===== config.mk =====
export PLATFORM = sky130hd
export DESIGN_NAME = halt_monitor
export DESIGN_NICKNAME = d
export VERILOG_FILES = /design/src/rtl/halt_monitor.sv
export SDC_FILE = /design/constraint.sdc
export NUM_CORES = 1
export LEC_CHECK = 0
export BUFFER_PORTS_ARGS = -buffer_cell sky130_fd_sc_hd__buf_2
export CAP_MARGIN = 20
export CORE_MARGIN = 2
export CORE_UTILIZATION = 40
export CTS_BUF_LIST = sky130_fd_sc_hd__clkbuf_4 sky130_fd_sc_hd__clkbuf_8
export CTS_CLUSTER_DIAMETER = 150
export DETAILED_ROUTE_END_ITERATION = 6
export PLACE_DENSITY_LB_ADDON = 0.08
export SYNTH_ARGS = -nofsm -noshare
export SYNTH_HDL_FRONTEND = slang
export SYNTH_SLANG_ARGS = --single-unit

===== constraint.sdc =====
create_clock -name w_clk -period 4.1 [get_ports w_clk]
set_clock_uncertainty 0.15 [all_clocks]
set_input_delay 0.41 -clock w_clk [delete_from_list [all_inputs] [get_ports w_clk]]
set_output_delay 0.41 -clock w_clk [all_outputs]
set_load 0.02 [all_outputs]

===== src/rtl/halt_monitor.sv =====
`default_nettype none
// +----------------------------------------------------------------------------+
// | halt_monitor: watches the retiring PC/IR stream and raises a sticky halt    |
// | with an encoded cause. Optional PC trace ring: HALT_MONITOR_TRACE_EN.       |
// | Revision: 1.0                                                              |
// +----------------------------------------------------------------------------+
module halt_monitor #(
  parameter int          PC_W        = 32,
  parameter int          IR_W        = 32,
  parameter int          NOP_LIMIT   = 6,
  parameter int          CYC_W       = 32,
  parameter int unsigned CYC_LIMIT   = 10000000,
  parameter int          TRACE_DEPTH = 8
) (
  input  logic                           w_clk,
  input  logic                           w_rst,
  input  logic                           w_valid,
  input  logic [PC_W-1:0]                w_pc,
  input  logic [IR_W-1:0]                w_ir,
  input  logic                           w_ext_halt,
  output logic                           w_halt,
  output logic [2:0]                     w_cause,
  output logic [PC_W-1:0]                w_halt_pc,
  output logic [CYC_W-1:0]               w_cycle,
  output logic [3:0]                     w_nopcnt,
  input  logic [$clog2(TRACE_DEPTH)-1:0] w_trace_idx,
  output logic [PC_W-1:0]                w_trace_pc
);

  localparam int               c_TIDX_W    = $clog2(TRACE_DEPTH);
  localparam logic [3:0]       c_NOP_LIMIT = 4'(NOP_LIMIT);
  localparam logic [3:0]       c_NOP_LAST  = 4'(NOP_LIMIT - 1);
  localparam logic [CYC_W-1:0] c_CYC_LIMIT = CYC_W'(CYC_LIMIT);

  localparam logic [2:0] c_CAUSE_NONE     = 3'd0;
  localparam logic [2:0] c_CAUSE_NOP      = 3'd1;
  localparam logic [2:0] c_CAUSE_MISALIGN = 3'd2;
  localparam logic [2:0] c_CAUSE_EXT      = 3'd3;
  localparam logic [2:0] c_CAUSE_LIMIT    = 3'd4;

  if (NOP_LIMIT < 1 || NOP_LIMIT > 15) begin : g_bad_nop_limit
    $error("halt_monitor: NOP_LIMIT must be in 1..15");
  end
  if (TRACE_DEPTH < 2 || (TRACE_DEPTH & (TRACE_DEPTH - 1)) != 0) begin : g_bad_trace_depth
    $error("halt_monitor: TRACE_DEPTH must be a power of 2 and >= 2");
  end

  typedef enum logic [0:0] {
    S_RUN  = 1'b0,
    S_HALT = 1'b1
  } state_t;

  state_t           r_state;
  logic             r_halt;
  logic [2:0]       r_cause;
  logic [PC_W-1:0]  r_halt_pc;
  logic [CYC_W-1:0] r_cycle;
  logic [3:0]       r_nopcnt;

  logic       w_is_nop;
  logic       w_c_misalign;
  logic       w_c_nop;
  logic       w_c_ext;
  logic       w_c_limit;
  logic       w_any_halt;
  logic [2:0] w_cause_nxt;
  logic [3:0] w_nopcnt_nxt;

  assign w_is_nop     = w_valid && (w_ir == '0);
  assign w_c_misalign = w_valid && (w_pc[1:0] != 2'b00);
  assign w_c_nop      = w_is_nop && (r_nopcnt == c_NOP_LAST);
  assign w_c_ext      = w_ext_halt;
  assign w_c_limit    = (CYC_LIMIT != 0) && (r_cycle == c_CYC_LIMIT);
  assign w_any_halt   = w_c_misalign || w_c_nop || w_c_ext || w_c_limit;

  always_comb begin
    w_cause_nxt = c_CAUSE_NONE;
    if (w_c_misalign)   w_cause_nxt = c_CAUSE_MISALIGN;
    else if (w_c_nop)   w_cause_nxt = c_CAUSE_NOP;
    else if (w_c_ext)   w_cause_nxt = c_CAUSE_EXT;
    else if (w_c_limit) w_cause_nxt = c_CAUSE_LIMIT;
  end

  // Bubbles (w_valid=0) neither advance nor break a NOP run.
  always_comb begin
    w_nopcnt_nxt = r_nopcnt;
    if (w_valid) begin
      if (!w_is_nop)                     w_nopcnt_nxt = 4'd0;
      else if (r_nopcnt != c_NOP_LIMIT)  w_nopcnt_nxt = r_nopcnt + 4'd1;
    end
  end

  always_ff @(posedge w_clk) begin
    if (w_rst) begin
      r_state   <= S_RUN;
      r_halt    <= 1'b0;
      r_cause   <= c_CAUSE_NONE;
      r_halt_pc <= '0;
      r_cycle   <= '0;
      r_nopcnt  <= '0;
    end else if (r_state == S_RUN) begin
      r_nopcnt <= w_nopcnt_nxt;
      if (w_any_halt) begin
        r_state   <= S_HALT;
        r_halt    <= 1'b1;
        r_cause   <= w_cause_nxt;
        r_halt_pc <= w_pc;
      end else begin
        r_cycle <= r_cycle + CYC_W'(1);
      end
    end
  end

  assign w_halt    = r_halt;
  assign w_cause   = r_cause;
  assign w_halt_pc = r_halt_pc;
  assign w_cycle   = r_cycle;
  assign w_nopcnt  = r_nopcnt;

`ifdef HALT_MONITOR_TRACE_EN
  logic [PC_W-1:0]        r_trace_mem [TRACE_DEPTH];
  logic [TRACE_DEPTH-1:0] r_trace_vld;
  logic [c_TIDX_W-1:0]    r_wptr;
  logic [c_TIDX_W-1:0]    w_rd_ptr;
  logic                   w_trace_we;

  assign w_trace_we = !w_rst && (r_state == S_RUN) && w_valid;

  // Storage is deliberately left out of reset; the valid bits mask stale data.
  always_ff @(posedge w_clk) begin
    if (w_trace_we) r_trace_mem[r_wptr] <= w_pc;
  end

  always_ff @(posedge w_clk) begin
    if (w_rst) begin
      r_wptr      <= '0;
      r_trace_vld <= '0;
    end else if (w_trace_we) begin
      r_wptr              <= r_wptr + c_TIDX_W'(1);
      r_trace_vld[r_wptr] <= 1'b1;
    end
  end

  assign w_rd_ptr   = r_wptr - c_TIDX_W'(1) - w_trace_idx;
  assign w_trace_pc = r_trace_vld[w_rd_ptr] ? r_trace_mem[w_rd_ptr] : '0;
`else
  logic w_unused_trace_idx;
  assign w_unused_trace_idx = ^w_trace_idx;
  assign w_trace_pc         = '0;
`endif

endmodule
`default_nettype wire

== Word-level counts from Yosys, hierarchy flattened ==
Cells that the tools add are included.

* Input bits: 71
* Bits in latches: 0
* Register bits: 73
* Memories: 0
* ROM bits: 0
* Memory bits (writable): 0

* Mux-type cells: 8
* Shift-type cells: 0
* Bitwise operators: 2
* Reductions and logical operators: 11
* Add/sub/neg operators: 2
* Divide/modulo/power cells: 0
* Equal/unequal tests: 4
* Order comparisons: 0
* $mul: 0

{| class="wikitable"
|+ Operator list
! operator !! count
|-
| $add 32x1->32 const B || 1
|-
| $eq 32x24->1 const B || 1
|-
| $logic_not 32->1 || 1
|-
| $mux 3 || 4
|-
| $mux 4 || 2
|-
| $add 4x1->4 const B || 1
|-
| $eq 4x3->1 const B || 1
|-
| $ne 4x3->1 const B || 1
|-
| $reduce_and 2->1 || 2
|-
| $logic_and 1x1->1 || 3
|-
| $logic_or 1x1->1 || 3
|-
| $reduce_and 3->1 || 1
|-
| $mux 1 || 2
|-
| $ne 2x1->1 const B || 1
|-
| $not 1->1 || 2
|-
| $reduce_bool 2->1 || 1
|}

== Depth between registers and ports, before layout ==
Gate-level depths: netlist of the first run.

* Depth in word-level cells: 8
* Depth in mapped cells: 9
* Mapped depth without buffers: 7

== Worst setup path after synthesis of the first run ==
No wires, ideal clock.

* Kind: register to register
* Start: reg r_cycle[6] (netlist: w_cycle[6])
* End: reg r_cycle[31] (netlist: w_cycle[31])
* Library setup time: 0.123 ns
* Setup slack: 1.497 ns
* Cell stages (with the launch flop): 7
* Arrival time: 2.330 ns
* Buffers on the path: 1
* Path through: dfxtp_1 nand3_2 or4_1 buf_2 or3_4 nor4b_1 mux2_1

* Word-level cells in the longest chain between the ends: 4
* Elaborated cells between the ends (all ways): 5

{| class="wikitable"
|+ RTL lines
! item !! line !! text
|-
| start, declared || 57 || <nowiki>logic [CYC_W-1:0] r_cycle;</nowiki>
|-
| start signal, assigned || 109 || <nowiki>r_cycle <= r_cycle + CYC_W'(1);</nowiki>
|-
| parallel branches: the longest is 4 deep, another holds $add 32x1->32 || - ||
|}

Parallel ways; which one is timed is not known.
A chain may end at the register's enable or synchronous reset.

== Final worst setup path of the first run ==
Same ends and word-level chain as after synthesis.

==> results of run 1 <==
==> registers in the layout (all words and copies together), names as in the netlist <==
name,flops
w_cycle,32
w_halt,1
w_cause,3
w_nopcnt,4
r_state,1
w_halt_pc,32
==> report_power, final <==
group	leakage (nW)	switching [mW]	internal [mW]
logic	1.45	0.137	0.0801
registers	0.595	0.0151	0.736
clock network	0.109	0.281	0.342
==> through the flow <==
step                power (mW)  utilization [%]
global route              1.67             49.6
floorplan                0.936                -
detailed placement       0.986             47.4
global placement         0.982             47.4
finish                    1.59             49.6
CTS                       1.61             49.6
==> worst max path at each step <==
stage | endpoint | from | slack, ns | depth (start not counted)
6_report | w_cycle[31] | w_cycle[6] | 1.27 | 5
3_3_place_gp | w_cycle[31] | w_cycle[6] | 1.31 | 5
4_1_cts | w_cycle[31] | w_cycle[6] | 1.25 | 5
3_5_place_dp | w_halt_pc[9] | w_cycle[0] | 1.27 | 8
2_1_floorplan | w_cycle[31] | w_cycle[6] | 1.50 | 6
5_1_grt | w_cycle[31] | w_cycle[6] | 1.06 | 5
==> tightest hold or removal path, stage by stage <==
cell and delay (ns):
buf_2 0.10, nand2_1 0.04, mux2i_1 0.05
==> cell usage in the layout (no fill, tap or decap), types with 2 or more instances in the layout <==
cell,count
o21bai_1,2
conb_1,32
nor2b_1,15
and3b_1,2
clkbuf_8,9
bufinv_16,2
clkinv_4,2
nor3_1,7
buf_4,6
mux2_2,16
nand3_1,10
nor2_1,28
dfxtp_1,73
or2_2,4
clkinv_2,2
nor4_2,2
or4_1,9
or3_1,4
nor4b_1,6
ha_1,5
o31a_1,2
buf_2,139
o21a_1,4
nand3b_1,2
nand4_1,9
a21oi_1,13
o21ai_0,4
o311ai_0,3
nor4_1,22
o32ai_1,2
inv_1,9
nand2_1,81
o41ai_1,4
mux2i_1,33
nand2b_1,2
o31ai_1,6
==> area by class of cell <==
cell class,count,area [sq um]
Inverter,10,37.5
Tap cell,133,166
Timing Repair Buffer,145,741
Fill cell,996,4850
Multi-Input combinational cell,346,2160
Clock inverter,7,95.1
Sequential cell,73,1460
Clock buffer,9,124
==> cell families (layout without fill, tap and decap cells) <==
group,after synthesis,in the layout
DFF,73,73
other,1,32
adders and majority gates,5,5
and+or+nand+nor,214,214
buffers and inverters,71,171
AOI/OAI and AO/OA,45,45
muxes,50,50
==> per-layer routing <==
layer	up-vias	track usage, %	routed length, um
li1	1810	-	-
met5	-	0	0
met2	112	30.4	4430
met3	15	5.97	715
met4	0	6.68	179
met1	1649	22.8	4270
==> metrics, run 1 <==
status completed; post-route cell area 0.00478 sq mm; setup slack, reg-to-reg 1.27 ns; dpl hpwl 6.77 mm; DRT Pass-1 Iters 4; Synth Warn # 0; HP Class in2reg; initial antenna violation count 0; Placed Instances 707; Post-Synth Simple-Gate Area 28.4%; Die X 103 um; final setup margin 1.27 ns; worst skew pair latency 0.34 ns; vias 3586; arrival time worst endpoint 2.91 ns; Mapped Cells 459; synth cell count leaders nand2_1, dfxtp_1, buf_4, mux2i_1, nor2_1; H-tree level count 3; Synth Flop Type dfxtp_1; hold_buf cts 0; Die H 103 um; Synth Area in Compound Gates 8.59%; non-filler instance count after layout 723; Post-Syn Area 0.00390 sq mm; pin count of the biggest net entering global routing 60; worst-margin pin slew 0.669 ns; Post-CTS Setup Bufs 0; Clock Tree Buf Depth 2; Clock Pin Slew Worst Setup and Hold Paths 0.08 ns; worst setup path class reg2reg; Min Hold Slack 0.150 ns; via count of the first global-routing pass 3333; Worst Hold Depth 3; area of placed instances 0.00457 sq mm; Core Rows 36; GRT Residual Overflow 0; port buffer count 139; Layout area overhead 22.5%; WP buf/inv 0; CTS tree built; Power Density 333 mW/mm^2; Via density 4.96; Worst path slowest cell or4_1; proportion of layout cells with a drive suffix above 1 32.7%; final setup fails 0; post-synthesis sequential area ratio 37.4%; Critical Path End Type register; max_cap viols 0; Placement Setup Slack 1.27 ns; slowest cell delay on critical path 0.73 ns; routability congestion estimate 0.795; Fin. Hold Viols 0; post-route ant nets 0; leakage power 2.16 nW; reg2reg end w_cycle[31]; period utilisation layout 69.1%; IR drop worst, VDD 213 uV; Core Box Area 0.00964 sq mm; global-route wire length before repair 15.6 mm; Distinct cells, synth 51; most numerous cell in the Yosys netlist nand2_1; die area 0.0106 sq mm; crit path cell chain nand3_2 > or4_1 > or3_4 > nor4b_1 > mux2_1; RSZ-0062 raised after global routing no; clk sinks 73; R2R cell count 5; f_max 353 MHz; Yosys top cell by area dfxtp_1; drc violations 0; Routed WL per cell 13.3 um; Starting Density 40.5%; clock root cell clkbuf_8; Tmin final 2.83 ns; mux contribution to synthesized area 13.4%; main combinational cell family by area after synthesis simple AND/OR/NAND/NOR gates; r2r startpoint w_cycle[6]; Worst Hold End w_halt_pc[27]; nets@finish 661; CP max FO 12; First DRT Iteration DRCs 80; Overall Global Routing Usage 18.5%; top post-synthesis cells by area dfxtp_1, mux2i_1, nand2_1, buf_4, mux2_2; Post-Route WL 9.60 mm; Top delay family on crit path simple AND/OR/NAND/NOR gates; CTS buffer count 9; ANT cells 0; fin. max-slew vios 0; Post-synth EDFFs 0; Post-Synth XOR/XNOR Area 0%; top-area cell type share of the netlist area 37.4%; Post-CTS Resized 0; syn_area_per_cell 8.51 sq um; fraction of registers with async set/reset 0%; Worst setup SP type register; HP Start w_pc[27]; #FFs+latches synth 73; Worst slew margin 55.4%; Fin Setup TNS 0 ns; # IOs 175; critical path required time 4.18 ns; post-synthesis adder-cell area fraction 1.60%
Power figures use the tool's default switching activity.
==> run 2: changes to the inputs <==
ABC_AREA = 1   (was unset)
clock period = 2.8 ns   (was 4.1 ns; I/O delays follow)
==> run 2 against run 1 <==
Compared with the run above:
- fmax increased by 27%
- die area increased by 4.7%
- area after synthesis increased by 4.9%
- cell count increased by 22%
- wire length increased by 5.9%
- final area increased by 2.8%
- global-route usage decreased by 0.21 points
- sequential share of layout area decreased by 0.84 points
- worst hold slack got worse by 0.11 ns
- highest routed layer unchanged
==> metrics, run 2 <==
HP Start w_rst (was w_pc[27]); Die H 105 um (was 103 um); Worst Hold End w_halt (was w_halt_pc[27]); Pwr Total 2.36 mW (was 1.59 mW); GRT Residual Overflow 0 (unchanged); H-tree level count 3 (unchanged); fraction of registers with async set/reset 0% (unchanged); Synth Flop Type dfxtp_1 (unchanged); Filler Cell Count 1028 (was 996); top-area cell type share of the netlist area 35.7% (was 37.4%); Clock Pin Slew Worst Setup and Hold Paths 0.08 ns (about the same); CTS buffer count 9 (unchanged); Critical Path End Type register (unchanged); Worst setup SP type register (unchanged); vias 4057 (was 3586); post-synthesis sequential area ratio 35.7% (was 37.4%); CTS tree built (unchanged); port buffer count 139 (unchanged); most frequent cells in the layout nor2_1, buf_2, nand2_1 (was buf_2, nand2_1, dfxtp_1); hold_buf cts 0 (unchanged); synth cell count leaders nor2_1, nand2_1, dfxtp_1, nand3_1, inv_1 (was nand2_1, dfxtp_1, buf_4, mux2i_1, nor2_1); RSZ-0062 raised after global routing no (unchanged); DRT Pass-1 Iters 4 (unchanged); Worst Hold Depth 2 (was 3); Yosys top cell by area dfxtp_1 (unchanged); ANT cells 0 (unchanged); r2r startpoint w_cycle[0] (was w_cycle[6]); dpl hpwl 7.31 mm (was 6.77 mm); proportion of layout cells with a drive suffix above 1 23.4% (was 32.7%); arrival time worst endpoint 2.36 ns (was 2.91 ns); IR drop worst, VDD 265 uV (was 213 uV); Post-Route WL 10.2 mm (was 9.60 mm); Core Box Area 0.00986 sq mm (was 0.00964 sq mm); die area 0.0111 sq mm (was 0.0106 sq mm); Post-Syn Area 0.00410 sq mm (was 0.00390 sq mm); slowest cell delay on critical path 0.45 ns (was 0.73 ns); R2R cell count 12 (was 5); syn_area_per_cell 6.66 sq um (was 8.51 sq um); post-route ant nets 0 (unchanged); Post-CTS Setup Bufs 0 (unchanged); period utilisation layout 79.6% (was 69.1%); initial antenna violation count 0 (unchanged); Tmin final 2.23 ns (was 2.83 ns); Routed WL per cell 11.5 um (was 13.3 um); worst skew pair latency 0.34 ns (about the same); nets@finish 820 (was 661); Worst path slowest cell dfxtp_1 (was or4_1); Starting Density 41.5% (was 40.5%); setup slack, reg-to-reg 0.57 ns (was 1.27 ns); routability congestion estimate 0.778 (was 0.795); Post-synth EDFFs 0 (unchanged); f_max 448 MHz (was 353 MHz); Distinct cells, synth 33 (was 51); HP Class in2reg (unchanged); # IOs 175 (unchanged); most numerous cell in the Yosys netlist nor2_1 (was nand2_1); Power Density 480 mW/mm^2 (was 333 mW/mm^2); drc violations 0 (unchanged); max_cap viols 0 (unchanged); Placement Setup Slack 0.568 ns (was 1.27 ns); First DRT Iteration DRCs 241 (was 80); Fin. Hold Viols 0 (unchanged); fin. max-slew vios 0 (unchanged); Post-CTS Resized 0 (unchanged); Min Hold Slack 0.0442 ns (was 0.150 ns); final setup fails 0 (unchanged); Mapped Cells 615 (was 459); clock root cell clkbuf_8 (unchanged); worst-margin pin slew 0.740 ns (was 0.669 ns); Worst slew margin 50.6% (was 55.4%); reg2reg end w_halt_pc[15] (was w_cycle[31]); Die X 105 um (was 103 um); top post-synthesis cells by area dfxtp_1, nor2_1, nand2_1, buf_4, nand3_1 (was dfxtp_1, mux2i_1, nand2_1, buf_4, mux2_2); Clock Tree Buf Depth 2 (unchanged); CP max FO 24 (was 12); #FFs+latches synth 73 (unchanged); pin count of the biggest net entering global routing 62 (was 60); crit path cell chain inv_1 > ha_1 > nand2_1 > nor2_1 > nand2_1 > nor2_1 > nand2_2 > nand4_4 > buf_4 > nand3b_1 > nand2_1 > nor2_1 (was nand3_2 > or4_1 > or3_4 > nor4b_1 > mux2_1); clk sinks 73 (unchanged); status completed (unchanged); Synth Warn # 0 (unchanged); Fin Setup TNS 0 ns (unchanged); global-route wire length before repair 16.9 mm (was 15.6 mm); final setup margin 0.570 ns (was 1.27 ns); Core Rows 36 (unchanged); Overall Global Routing Usage 18.3% (was 18.5%); worst setup path class reg2reg (unchanged); Layout area overhead 20.1% (was 22.5%); Via density 4.60 (was 4.96); via count of the first global-routing pass 3711 (was 3333); leakage power 2.42 nW (was 2.16 nW); most common cell after layout, fill and taps aside nor2_1 (was buf_2); critical path required time 2.93 ns (was 4.18 ns)
run 2: cells by family (layout without fill, tap and decap cells):
group	Yosys count	in the layout	share of synthesized area [%]
and+or+nand+nor	391	391	43.2
buffers and inverters	103	206	14.3
DFF	73	73	35.7
AOI/OAI and AO/OA	41	41	5.01
adders and majority gates	5	5	1.53
other	1	32	0.0915
xor gates and xnor gates	1	1	0.214
run 2: how the worst max path moves through the flow:
stage,cells after the start,start,endpoint
global route,12,w_cycle[0],w_halt_pc[31]
CTS,12,w_cycle[0],w_halt_pc[13]
global placement,12,w_cycle[0],w_halt_pc[14]
detailed placement,12,w_cycle[0],w_halt_pc[13]
finish,12,w_cycle[0],w_halt_pc[15]
floorplan,13,w_cycle[0],w_cycle[6]
run 2: per-layer routing:
metal | vias to the layer above | share of wire (%) | GRT usage (%)
met5 | - | 0 | 0
met4 | 0 | 1.1 | 4.95
met3 | 8 | 5.2 | 4.76
met2 | 103 | 48 | 31.4
met1 | 1812 | 46 | 22.6
li1 | 2134 | - | -
run 2: worst max-delay path, delay by kind of cell (launching register included):
family,cells,cell delay (ns)
flip-flops,1,0.45
buffers and inverters,2,0.40
adder cells (fa/ha/maj),1,0.20
AND/OR/NAND/NOR,9,0.95
run 2: final cells by class:
class                   count  area, sq um  share of cell area (%)
multi-input cells         470         2170                    44.1
flip-flops and latches     73         1460                    29.7
repair buffers            143          751                    15.3
inverters                  47          179                    3.64
well taps                 133          166                    3.38
clock buffers               9          124                    2.52
clock inverters             7         70.1                    1.42
run 2: where the power goes:
part | total (mW) | leakage [nW] | internal, mW | switching [mW]
Clock | 0.831 | 0.0994 | 0.412 | 0.419
Sequential | 1.12 | 0.598 | 1.09 | 0.0313
Combinational | 0.411 | 1.72 | 0.142 | 0.269
Total | 2.36 | 2.42 | 1.64 | 0.719
run 2: metrics by stage:
stage | utilization [%] | cells | cell area [sq um]
floorplan | - | 646 | 4210
CTS | 49.9 | 882 | 4920
detailed placement | 47.9 | 866 | 4730
global route | 49.9 | 882 | 4920
finish | 49.9 | 882 | 4920
global placement | 47.9 | 866 | 4730
